[config.mk]
export PLATFORM = sky130hd
export DESIGN_NAME = mux_nx1_rr
export DESIGN_NICKNAME = d
export VERILOG_FILES = /design/src/rtl/mux_pkg.sv /design/src/rtl/rr_arbiter.sv /design/src/rtl/mux_nx1_rr.sv
export SDC_FILE = /design/constraint.sdc
export NUM_CORES = 1
export LEC_CHECK = 0
export ABC_AREA = 1
export ABC_CLOCK_PERIOD_IN_PS = 2400
export CORE_ASPECT_RATIO = 0.7
export CORE_MARGIN = 1.5
export CORE_UTILIZATION = 40
export CTS_BUF_LIST = sky130_fd_sc_hd__clkbuf_8 sky130_fd_sc_hd__clkbuf_16
export DETAILED_ROUTE_END_ITERATION = 10
export PLACE_DENSITY = 0.75
export SLEW_MARGIN = 40
export SYNTH_ARGS = -nofsm -noshare
export SYNTH_HDL_FRONTEND = slang
export SYNTH_SLANG_ARGS = --single-unit
[constraint.sdc]
create_clock -name clk -period 2.4 [get_ports clk]
set_clock_uncertainty 0.1 [all_clocks]
set_input_delay 0.6 -clock clk [delete_from_list [all_inputs] [get_ports clk]]
set_output_delay 0.6 -clock clk [all_outputs]
set_load 0.02 [all_outputs]
[src/rtl/mux_pkg.sv]
// -----------------------------------------------------------------------------
// mux_pkg
// Shared constants and types for the N-channel registered multiplexer.
//   MODE_FIXED / MODE_RR : encodings of the 'mode' input
//   DEFAULT_CHANNELS/WIDTH : default parameter values for mux_nx1_rr
//   state_e : occupancy state of the one-entry output register
// -----------------------------------------------------------------------------
package mux_pkg;

    localparam logic MODE_FIXED = 1'b0;
    localparam logic MODE_RR    = 1'b1;

    localparam int DEFAULT_CHANNELS = 4;
    localparam int DEFAULT_WIDTH    = 8;

    // The encoding matches out_valid, so FULL literally means "holds a word".
    typedef enum logic {
        ST_EMPTY = 1'b0,
        ST_FULL  = 1'b1
    } state_e;

endpackage

[src/rtl/rr_arbiter.sv]
// -----------------------------------------------------------------------------
// rr_arbiter
// Purely combinational rotating-priority arbiter. It grants the first set
// request found when searching upward from 'ptr', wrapping CHANNELS-1 -> 0.
// CHANNELS does not need to be a power of two.
//   req     : per-channel request
//   ptr     : highest-priority channel index (always < CHANNELS)
//   gnt     : one-hot grant
//   gnt_idx : index of the granted channel (0 when nothing is granted)
//   gnt_any : some channel was granted
// -----------------------------------------------------------------------------
module rr_arbiter #(
    parameter int CHANNELS = 4,
    parameter int SEL_W    = $clog2(CHANNELS)
) (
    input  logic [CHANNELS-1:0] req,
    input  logic [SEL_W-1:0]    ptr,
    output logic [CHANNELS-1:0] gnt,
    output logic [SEL_W-1:0]    gnt_idx,
    output logic                gnt_any
);

    // NOTE: every output of a combinational block gets a default before any
    // conditional assignment; a path that leaves one unassigned infers a latch.
    always_comb begin
        int               idx;
        logic [SEL_W-1:0] idx_s;
        gnt     = '0;
        gnt_idx = '0;
        gnt_any = 1'b0;
        idx     = 0;
        idx_s   = '0;
        for (int k = 0; k < CHANNELS; k++) begin
            // Modulo by subtraction: ptr < CHANNELS, so one wrap is enough.
            idx = int'(ptr) + k;
            if (idx >= CHANNELS) begin
                idx = idx - CHANNELS;
            end
            idx_s = SEL_W'(idx);
            if (!gnt_any && req[idx_s]) begin
                gnt[idx_s] = 1'b1;
                gnt_idx    = idx_s;
                gnt_any    = 1'b1;
            end
        end
    end

endmodule

[src/rtl/mux_nx1_rr.sv]
// -----------------------------------------------------------------------------
// mux_nx1_rr
// N-channel, WIDTH-bit registered multiplexer with valid/ready handshakes.
// One channel per cycle is chosen by 'sel' (fixed mode) or by round-robin
// arbitration (RR mode) and captured into a one-entry output register.
//   clk, rst_n          : clock, asynchronous active-low reset
//   mode                : 0 = fixed select, 1 = round-robin
//   sel                 : channel index used in fixed mode
//   in_valid / in_ready : per-channel handshake (at most one in_ready high)
//   in_data             : channel i at bits [i*WIDTH +: WIDTH]
//   out_valid/out_ready : output handshake
//   out_data, out_chan  : registered word and the channel it came from
// -----------------------------------------------------------------------------
module mux_nx1_rr
    import mux_pkg::*;
#(
    parameter  int CHANNELS = DEFAULT_CHANNELS,
    parameter  int WIDTH    = DEFAULT_WIDTH,
    localparam int SEL_W    = $clog2(CHANNELS)
) (
    input  logic                      clk,
    input  logic                      rst_n,
    input  logic                      mode,
    input  logic [SEL_W-1:0]          sel,
    input  logic [CHANNELS-1:0]       in_valid,
    input  logic [CHANNELS*WIDTH-1:0] in_data,
    output logic [CHANNELS-1:0]       in_ready,
    output logic                      out_valid,
    output logic [WIDTH-1:0]          out_data,
    output logic [SEL_W-1:0]          out_chan,
    input  logic                      out_ready
);

    state_e              state, state_next;
    logic [SEL_W-1:0]    ptr;
    logic [CHANNELS-1:0] rr_gnt;
    logic [SEL_W-1:0]    rr_idx;
    logic                rr_any;
    logic [CHANNELS-1:0] grant;
    logic [SEL_W-1:0]    grant_idx;
    logic [WIDTH-1:0]    grant_word;
    logic                free;
    logic                xfer;

    rr_arbiter #(
        .CHANNELS (CHANNELS),
        .SEL_W    (SEL_W)
    ) u_arb (
        .req     (in_valid),
        .ptr     (ptr),
        .gnt     (rr_gnt),
        .gnt_idx (rr_idx),
        .gnt_any (rr_any)
    );

    // Candidate selection. In fixed mode an out-of-range sel (possible when
    // CHANNELS is not a power of two) grants nothing.
    always_comb begin
        grant     = '0;
        grant_idx = '0;
        if (mode == MODE_RR) begin
            grant     = rr_gnt;
            grant_idx = rr_idx;
        end else if (int'(sel) < CHANNELS) begin
            grant[sel] = in_valid[sel];
            grant_idx  = sel;
        end
    end

    // One-hot AND-OR mux; avoids an out-of-range part-select on grant_idx.
    always_comb begin
        grant_word = '0;
        for (int i = 0; i < CHANNELS; i++) begin
            if (grant[i]) begin
                grant_word = in_data[i*WIDTH +: WIDTH];
            end
        end
    end

    assign out_valid = (state == ST_FULL);
    assign free      = ~out_valid | out_ready;
    // in_ready depends only on in_valid through grant, never the reverse.
    assign in_ready  = rst_n ? (grant & {CHANNELS{free}}) : '0;
    assign xfer      = |in_ready;

    always_comb begin
        state_next = state;
        case (state)
            ST_EMPTY: if (xfer) state_next = ST_FULL;
            ST_FULL: begin
                if (xfer)           state_next = ST_FULL;
                else if (out_ready) state_next = ST_EMPTY;
            end
            default:  state_next = ST_EMPTY;
        endcase
    end

    // NOTE: sequential state uses non-blocking assignments so every register
    // samples pre-edge values regardless of statement order.
    always_ff @(posedge clk or negedge rst_n) begin
        if (!rst_n) begin
            state <= ST_EMPTY;
        end else begin
            state <= state_next;
        end
    end

    // NOTE: out_data/out_chan are reset too, so they read 0 after reset
    // instead of stale or unknown values.
    always_ff @(posedge clk or negedge rst_n) begin
        if (!rst_n) begin
            out_data <= '0;
            out_chan <= '0;
            ptr      <= '0;
        end else if (xfer) begin
            out_data <= grant_word;
            out_chan <= grant_idx;
            if (mode == MODE_RR) begin
                ptr <= (grant_idx == SEL_W'(CHANNELS - 1)) ? '0 : grant_idx + 1'b1;
            end
        end
    end

endmodule
After elaboration in Yosys (flattened, before gate mapping)
Index checks and enable logic that the tools add are counted.
{"block": "op_classes", "add_sub_neg": 8, "magnitude_cmp": 14, "n_eq_ne": 1, "mux": 47, "bitwise_logic": 7, "reduce_logical": 13}
{"operator": "$mux 8", "n": 4}
{"operator": "$mux 4", "n": 6}
{"operator": "$mux 2", "n": 10}
{"operator": "$mux 1", "n": 16}
{"operator": "$lt 2x3->1 const B", "n": 5}
{"operator": "$or 4x4->4", "n": 3}
{"operator": "$bmux 1 s2", "n": 5}
{"operator": "$demux 1 s2", "n": 5}
{"operator": "$ge 2x1->1 const B", "n": 5}
{"operator": "$ge 3x3->1 const B", "n": 3}
{"operator": "$and 4x4->4", "n": 2}
{"operator": "$logic_and 1x1->1", "n": 8}
{"operator": "$sub 2x1->2 const B", "n": 4}
{"operator": "$add 2x2->3 const B", "n": 2}
{"operator": "$reduce_or 4->1", "n": 1}
{"operator": "$add 2x1->3 const B", "n": 1}
{"operator": "$ge 2x3->1 const B", "n": 1}
{"operator": "$logic_not 1->1", "n": 3}
{"operator": "$add 2x1->2 const B", "n": 1}
{"operator": "$eq 2x2->1 const B", "n": 1}
{"operator": "$pmux 1 s2", "n": 1}
{"operator": "$reduce_and 2->1", "n": 1}
{"operator": "$not 1->1", "n": 1}
{"operator": "$or 1x1->1", "n": 1}
{"block": "totals", "register_bits": 13, "out_inout_bits": 15}

Logic depth before layout (Yosys ltp)
Gate-level depths: netlist of run 1.
{"block": "depth", "depth_word": 20, "ltp_mapped": 18}

Modules after synthesis
Synthesis of run 1 repeated with hierarchy kept, for this count alone.
{"block": "unflattened", "hier_cells": 240, "area_unflattened_um2": 1497.7}
{"module": "mux_nx1_rr", "n_inst": 1, "cells_per_inst": 166, "area_per_inst_um2": 1057.3, "seq_area_each_um2": 325.3}
{"module": "rr_arbiter", "n_inst": 1, "cells_per_inst": 74, "area_per_inst_um2": 440.4, "seq_area_each_um2": 0.0}

Worst setup path after synthesis of run 1
No wires, ideal clock.
{"block": "synth_timing", "path_type": "reg-to-output", "from": "register ptr[1]", "to": "output in_ready[2]", "arrival_ps": 1886, "required_ps": 1700, "slack_ps": -186, "path_stages_with_launch": 12, "cell_sequence": "dfrtp_1 -> inv_2 -> ha_1 -> inv_1 -> nand3_2 -> nand2_4 -> inv_2 -> nor2_8 -> nand3_2 -> nand3_4 -> nand3_2 -> inv_1"}
{"block": "synth_via", "elab_chain_cells": 17, "elab_cells_between_ends": 62}
{"element": "start: declaration", "line_no": "mux_nx1_rr.sv:35", "source": "logic [SEL_W-1:0] ptr;"}
{"element": "start signal: assignment", "line_no": "mux_nx1_rr.sv:119", "source": "ptr <= (grant_idx == SEL_W'(CHANNELS - 1)) ? '0 : grant_idx + 1'b1;"}
{"element": "parallel branches: the longest is 13 deep, another holds $add 2x1->3"}
{"element": "$mux 4 *", "line_no": "rr_arbiter.sv:40", "source": "if (!gnt_any && req[idx_s]) begin"}
{"element": "$mux 4 *", "line_no": "mux_nx1_rr.sv:61", "source": "if (mode == MODE_RR) begin"}
{"element": "$and 4x4->4 *", "line_no": "mux_nx1_rr.sv:83", "source": "assign in_ready = rst_n ? (grant & {CHANNELS{free}}) : '0;"}
{"element": "$mux 4 *", "line_no": "mux_nx1_rr.sv:83"}
{"element": "end: declaration", "line_no": "mux_nx1_rr.sv:27", "source": "output logic [CHANNELS-1:0] in_ready,"}
Every way passes the cells marked *. The select of a mux whose other input is x is not followed.

Final worst setup path of run 1
{"block": "layout_timing", "from": "register ptr[0]", "to": "output in_ready[1]"}
Same word-level chain as after synthesis.

==> results of run 1 <==
## where the power goes
part	internal [mW]	switching, mW
combinational	1.35	1.62
clock	0.113	0.0767
sequential	0.332	0.0783
## sequential cells by signal, summed over array words and instances (netlist names)
name / cells
out_data: 8
out_valid: 1
ptr: 2
out_chan: 2
## worst min-delay path, stage by stage, from the launching register on
cell     delay, ns
dfrtp_1       0.34
nand2_1       0.05
nand2_1       0.05
## metal layers
layer | vias up | GRT usage, %
met2 | 74 | 36.5
met1 | 946 | 36.3
met3 | 6 | 4.07
met4 | 0 | 4.26
li1 | 1031 | -
met5 | - | 0
## repair_timing
item | in CTS | in global routing
cloned | 0 | 2
gates resized for setup | 47 | 32
hold buffers | 0 | 0
pin swaps | 23 | 15
buffers inserted | 7 | 6
endpoints found under the setup margin | 17 | 17
## synth_stat cells, drive strengths merged
cell    count  area (um^2)
nor2       26          149
nand4       1         6.26
nand3      47          300
inv        38          148
o21ai       2         10.0
nor3        2         10.0
o31ai       3         27.5
nand2     107          460
a21oi       3         33.8
a31oi       1         6.26
buf         5         40.0
o211ai      1         7.51
clkinv      1         3.75
dfrtp      13          325
a21boi      1         7.51
ha          7         87.6
a22oi       1         7.51
## path summary, 6_finish.rpt
| path | start | end | slack, ns | cells past startpoint |
|---|---|---|---|---|
| hold reg to reg | out_data[4] | out_data[4] | 0.38 | 2 |
| setup reg to reg | ptr[0] | out_data[3] | -0.19 | 20 |
| hold / removal | out_data[4] | out_data[4] | 0.38 | 2 |
| min in group asynchronous | rst_n | out_chan[1] | 0.59 | 2 |
| setup / recovery | ptr[0] | in_ready[1] | -0.30 | 12 |
| max in group asynchronous | rst_n | ptr[1] | 1.44 | 2 |
## stage by stage
stage                     setup slack [ns]  hold slack (ns)  power (mW)  std cells
final                               -0.299            0.376        3.57        420
after global routing                -0.396            0.419        3.82        420
after CTS                           -0.285            0.380        3.19        413
after detailed placement            -0.941            0.365        2.78        402
after global placement              -0.894            0.362        2.73        402
after floorplan                    -0.0413            0.204        1.87        259
## layout by cell type, fill, tap and decap left out, types with 2 or more instances in the layout
cell / Yosys / final
a21oi_2: 2 / 2
buf_12: 0 / 2
buf_4: 1 / 47
buf_6: 2 / 8
clkbuf_8: 0 / 3
clkdlybuf4s50_1: 0 / 48
dfrtp_1: 13 / 11
dfrtp_2: 0 / 2
dlygate4sd2_1: 0 / 4
ha_1: 7 / 6
inv_1: 31 / 28
inv_2: 6 / 7
inv_4: 0 / 3
nand2_1: 95 / 74
nand2_2: 8 / 27
nand2_4: 3 / 5
nand3_1: 37 / 24
nand3_2: 8 / 16
nand3_4: 2 / 7
nor2_1: 13 / 12
nor2_2: 11 / 11
nor2_4: 1 / 2
o31ai_1: 2 / 2
## final cells by class
| type | count | area, um^2 | area share, % |
|---|---|---|---|
| multi-input cells | 202 | 1320 | 44.8 |
| repair buffers | 110 | 1020 | 34.8 |
| flip-flops and latches | 13 | 328 | 11.1 |
| inverters | 39 | 161 | 5.49 |
| well taps | 52 | 65.1 | 2.21 |
| clock buffers | 3 | 41.3 | 1.40 |
| clock inverters | 1 | 3.75 | 0.128 |
## cell families (layout without fill, tap and decap cells)
kind of cell	after synthesis	after routing
flip-flops	13	13
adder cells (fa/ha/maj)	7	7
AO/OA/AOI/OAI	12	12
buffers and inverters	44	153
AND/OR/NAND/NOR	183	183
==> run_results.csv, run 1 <==
group,metric,value,unit
status,status,"finished with violations",
logic_synthesis,synth-seq-cells,13,
timing,setup_viol,14,
clocking,cts-root-buf,"clkbuf_8",
timing,finalHoldViolCount,0,
timing,tightestPinTransition,0.367,ns
logic_synthesis,synth_area,0.00163,mm^2
route,antenna_left,0,
setup_path,cpPeakStageDelay,0.45,ns
finish,fill_cells,290,
logic_synthesis,yosys_warnings,0,
global_routing,grt_max_degree,21,
logic_synthesis,syn_avg_cell_area,6.29,um^2
logic_synthesis,synth_compound_area_share,6.14,%
finish,final_util,75.0,%
logic_synthesis,synth.net_count,308,
setup_path,crit_arrival,2.00,ns
pwr,vdd_drop_max,0.777,mV
global_routing,gr-total-overflow,0,
floorplanning,die_area,0.00447,mm^2
setup_path,crit_type,"flip-flop to output pin",
global_routing,antenna_found_initial,0,
finish,drive_above_1_share,41.3,%
floorplanning,pin_count,57,
timing,drv_slew,0,
global_routing,grt_pass1_wl,8.46,mm
route,met1_length,2.50,mm
timing,fin_tns_setup,-2.36,ns
pwr,p_per_area,1210,mW/mm^2
logic_synthesis,synthAdderAreaFrac,5.37,%
hold_path,hp-class,"flip-flop to flip-flop",
finish,stdcell_area,0.00294,mm^2
finish,final_nets,418,
global_routing,grt_pass1_vias,1824,
logic_synthesis,synthCells,259,
route,routed.top_layer,"met4",
setup_path,crit_chain,"inv_8 > ha_4 > inv_4 > nand3_4 > nand2_4 > inv_4 > nor2_8 > nand3_2 > nand3_2 > nand2_2 > a21oi_4 > buf_6",
timing,setup_ws,-0.299,ns
route,first_iter_violations,135,
placed_design,place_area,0.00257,mm^2
finish,syn2layout_area_growth,80.4,%
placed_design,hpwlAfterDp,4.14,mm
route,totalWireLength,5.54,mm
logic_synthesis,ys_types,32,
clocking,cts_sinks,13,
setup_path,crit_slowest_cell,"dfrtp_2",
logic_synthesis,synthXorXnorAreaFrac,0,%
clocking,cts-buffers-inserted,3,
route,vias,2057,
placed_design,gp_congestion,1.02,
logic_synthesis,synthMuxAreaShare,0,%
timing,period_share,112,%
clocking,cts.clk_slew.worst_paths,0.05,ns
timing,timing.fmax,0.371,GHz
timing,rsz0062_at_grt,"true",
route,met3WireLength,387,um
timing,maxSlewHeadroom,75.4,%
status,violations,"negative setup slack",
clocking,cts_tree,"done",
clocking,cts.htree.levels,1,
placed_design,portBuffers,56,
setup_path,cp_max_fo,8,
finish,diodes,0,
timing,fin_crit,2.70,ns
route,route.met2.wl,2.62,mm
job,maxCapViolCount,0,
floorplanning,dieHeight,56.4,um
floorplanning,core-area,0.00392,mm^2
setup_path,crit_family,"simple AND/OR/NAND/NOR gates",
floorplanning,fp.dieW,79.3,um
setup_path,required,1.70,ns
route,firstDrtPassIters,4,
floorplanning,fp-row-count,19,
setup_path,crit_path_end_kind,"output pin",
clocking,clkLatencyLatePin,0.24,ns
route,wl_per_cell,13.2,um
setup_path,path_buf_inv,4,
pwr,leakagePower,1.52,nW
route,viasPerCell,4.90,
clocking,clockBufferDepth,2,
floorplanning,initial_core_util,41.6,%
logic_synthesis,synth_top_family_by_area,"simple AND/OR/NAND/NOR gates",
route,drc,0,
setup_path,start_kind,"flip-flop",
logic_synthesis,synth_simple_gate_area_share,56.8,%
logic_synthesis,ys_seq_area_share,20.0,%
global_routing,globalRouteTotalUtil,24.2,%
Power figures use the tool's default switching activity.
==> run 2: changes to the inputs <==
ABC_CLOCK_PERIOD_IN_PS = 2600   (was 2400)
PLACE_DENSITY = 0.72   (was 0.75)
clock period = 2.6 ns   (was 2.4 ns; I/O delays follow)
==> run 2 against run 1 <==
The flow still finishes with violations (negative setup slack). Worst hold slack improved by 0.0043 ns. Die area did not move. Sequential power down 11%. Sequential cell count stayed put. Non-clock buffer count decreased by 7. Register-to-register slack better by 0.32 ns. Global-route usage up 1.3 points. First-iteration DRC count is 5.9% lower. Combinational power down 20%. Cell count shrank 1.4%. Core utilization fell by 6.3 points. Clock power decreased by 7%. Critical endpoint unchanged.
==> run_results.csv, run 2 (same netlist as run 1, synthesis figures left out) <==
group,metric,value,unit
clocking,clkLatencyLatePin,0.24,ns
pwr,combPwrFrac,81.5,%
route,met3WireLength,372,um
setup_path,crit_type,"flip-flop to output pin",
global_routing,globalRouteTotalUtil,25.5,%
finish,fill_cells,359,
setup_path,start_kind,"flip-flop",
pwr,netSwitchingFraction,50.6,%
finish,seq_area,328,um^2
timing,maxSlewHeadroom,81.5,%
timing,tightestPinTransition,0.276,ns
placed_design,hpwlAfterDp,4.18,mm
floorplanning,fp.dieW,79.3,um
clocking,cts.htree.levels,1,
route,drc,0,
setup_path,rr_startpoint,"ptr[0]",
floorplanning,initial_core_util,41.6,%
setup_path,crit_path_end_kind,"output pin",
setup_path,r2r-end,"out_data[4]",
finish,syn2layout_area_growth,65.2,%
status,status,"finished with violations",
global_routing,grt_max_degree,17,
finish,diodes,0,
route,firstDrtPassIters,4,
placed_design,numPlacedInstances,402,
placed_design,dp_slack,-0.849,ns
floorplanning,die_area,0.00447,mm^2
setup_path,cp_max_fo,8,
global_routing,grt_pass1_vias,1879,
clocking,cts-root-buf,"clkbuf_8",
timing,setup_viol,4,
floorplanning,dieHeight,56.4,um
timing,fin_crit,2.72,ns
finish,layout_commonest_cell,"nand2_1",
global_routing,gr-total-overflow,0,
timing,rsz0062_at_grt,"true",
route,totalWireLength,5.48,mm
setup_path,crit_arrival,1.97,ns
timing,setup_ws,-0.116,ns
route,first_iter_violations,127,
pwr,pwr-share-seq,12.5,%
finish,fin_cells,414,
placed_design,portBuffers,56,
status,violations,"negative setup slack",
route,met1_length,2.64,mm
setup_path,required,1.85,ns
timing,drv_slew,0,
finish,most-common-layout-cells,"91 x nand2_1, 48 x clkdlybuf4s50_1, 44 x buf_4, 34 x nand3_1, 28 x inv_1",
pwr,power.total,2.92,mW
global_routing,antenna_found_initial,0,
finish,final_nets,412,
finish,top_regs,"out_data: 8 flops, out_chan: 2 flops, ptr: 2 flops",
placed_design,gp_congestion,0.942,
clocking,cts_tree,"done",
floorplanning,fp-row-count,19,
pwr,clock_power_share,6.1,%
finish,largest_register_ffs,8,
job,maxCapViolCount,0,
pwr,p_int,1.44,mW
pwr,vdd_drop_max,0.753,mV
clocking,cts.clk_slew.worst_paths,0.06,ns
timing,period_share,104,%
timing,timing.fmax,0.368,GHz
route,route.met2.wl,2.40,mm
finish,multiInputGateArea,0.00118,mm^2
pwr,p_per_area,1080,mW/mm^2
route,viasPerCell,4.84,
global_routing,grt_pass1_wl,8.86,mm
setup_path,reg2regPathDepth,18,
clocking,clockBufferDepth,2,
route,routed.top_layer,"met4",
route,vias,2003,
route,antenna_left,0,
clocking,cts_sinks,13,
clocking,cts.hold.buffers_added,0,
pwr,leakagePower,1.44,nW
floorplanning,core-area,0.00392,mm^2
floorplanning,pin_count,57,
route,wl_per_cell,13.2,um
setup_path,r2r_setup_slack,0.13,ns
timing,finalHoldViolCount,0,
setup_path,crit_start,"ptr[0]",
pwr,switchingPower,1.48,mW
clocking,cts-buffers-inserted,3,
finish,largest_register,"out_data",
setup_path,critPathCapture,"in_ready[1]",
hold_path,hp-class,"flip-flop to flip-flop",
finish,drive_above_1_share,33.4,%
-- run 2: cell types whose count changed in the layout (fill, tap and decap cells not counted), sizes merged --
cell	before	now
clkbuf	4	7
clkinv	1	0
buf	57	51
inv	39	40
nand2	107	108
dlygate4sd2	4	0
-- run 2: worst min-delay path by stage --
stage,startpoint,end,slack [ns],cells after the start
2_1_floorplan,rst_n,out_chan[0],0.25,0
3_3_place_gp,out_data[7],out_data[7],0.36,2
3_5_place_dp,out_data[3],out_data[3],0.37,2
4_1_cts,out_data[3],out_data[3],0.38,2
5_1_grt,out_chan[0],out_chan[0],0.40,2
6_report,out_data[2],out_data[2],0.38,2
-- run 2: timing repair --
action / CTS / global route
buffers inserted: 6 / 1
cloned: 1 / 0
resized for setup: 41 / 12
pin swaps: 15 / 9
endpoints found under the setup margin: 8 / 6
-- run 2: power by group through the flow --
stage,clock (mW),sequential [mW],combinational [mW]
finish,0.177,0.364,2.38
global route,0.193,0.377,2.57
CTS,0.181,0.366,2.31
detailed placement,0,0.364,2.15
global placement,0,0.364,2.12
floorplan,0,0.476,1.22
-- run 2: stage by stage --
stage	cell area (um^2)	hold slack (ns)	TNS [ns]	util, %
after floorplan	1640	0.254	0	-
after global placement	2540	0.362	-5.75	64.8
after detailed placement	2540	0.371	-6.33	64.8
after CTS	2680	0.385	-0.293	68.4
after global routing	2690	0.401	-0.592	68.6
final	2690	0.380	-0.279	68.6
-- run 2: final cells by class --
type                    instances  share of cell area (%)
inverters                      39                    5.81
repair buffers                103                    34.1
flip-flops and latches         13                    12.2
multi-input cells             203                    43.8
well taps                      52                    2.42
clock buffers                   3                    1.53
clock inverters                 1                   0.139
-- run 2: worst max-delay path, cell delays in order (launching register included) --
cell	delay, ns
dfrtp_2	0.44
inv_6	0.08
ha_4	0.22
inv_4	0.07
nand3_4	0.06
nand2_4	0.10
inv_4	0.05
nor2_8	0.13
nand3_2	0.09
nand3_2	0.09
nand2_2	0.08
a21oi_4	0.16
buf_6	0.13
-- run 2: routing by layer --
layer,GRT usage [%],vias up
met5,0,-
met4,7.77,0
met3,2.11,9
met2,37.4,87
met1,39.1,887
li1,-,1020
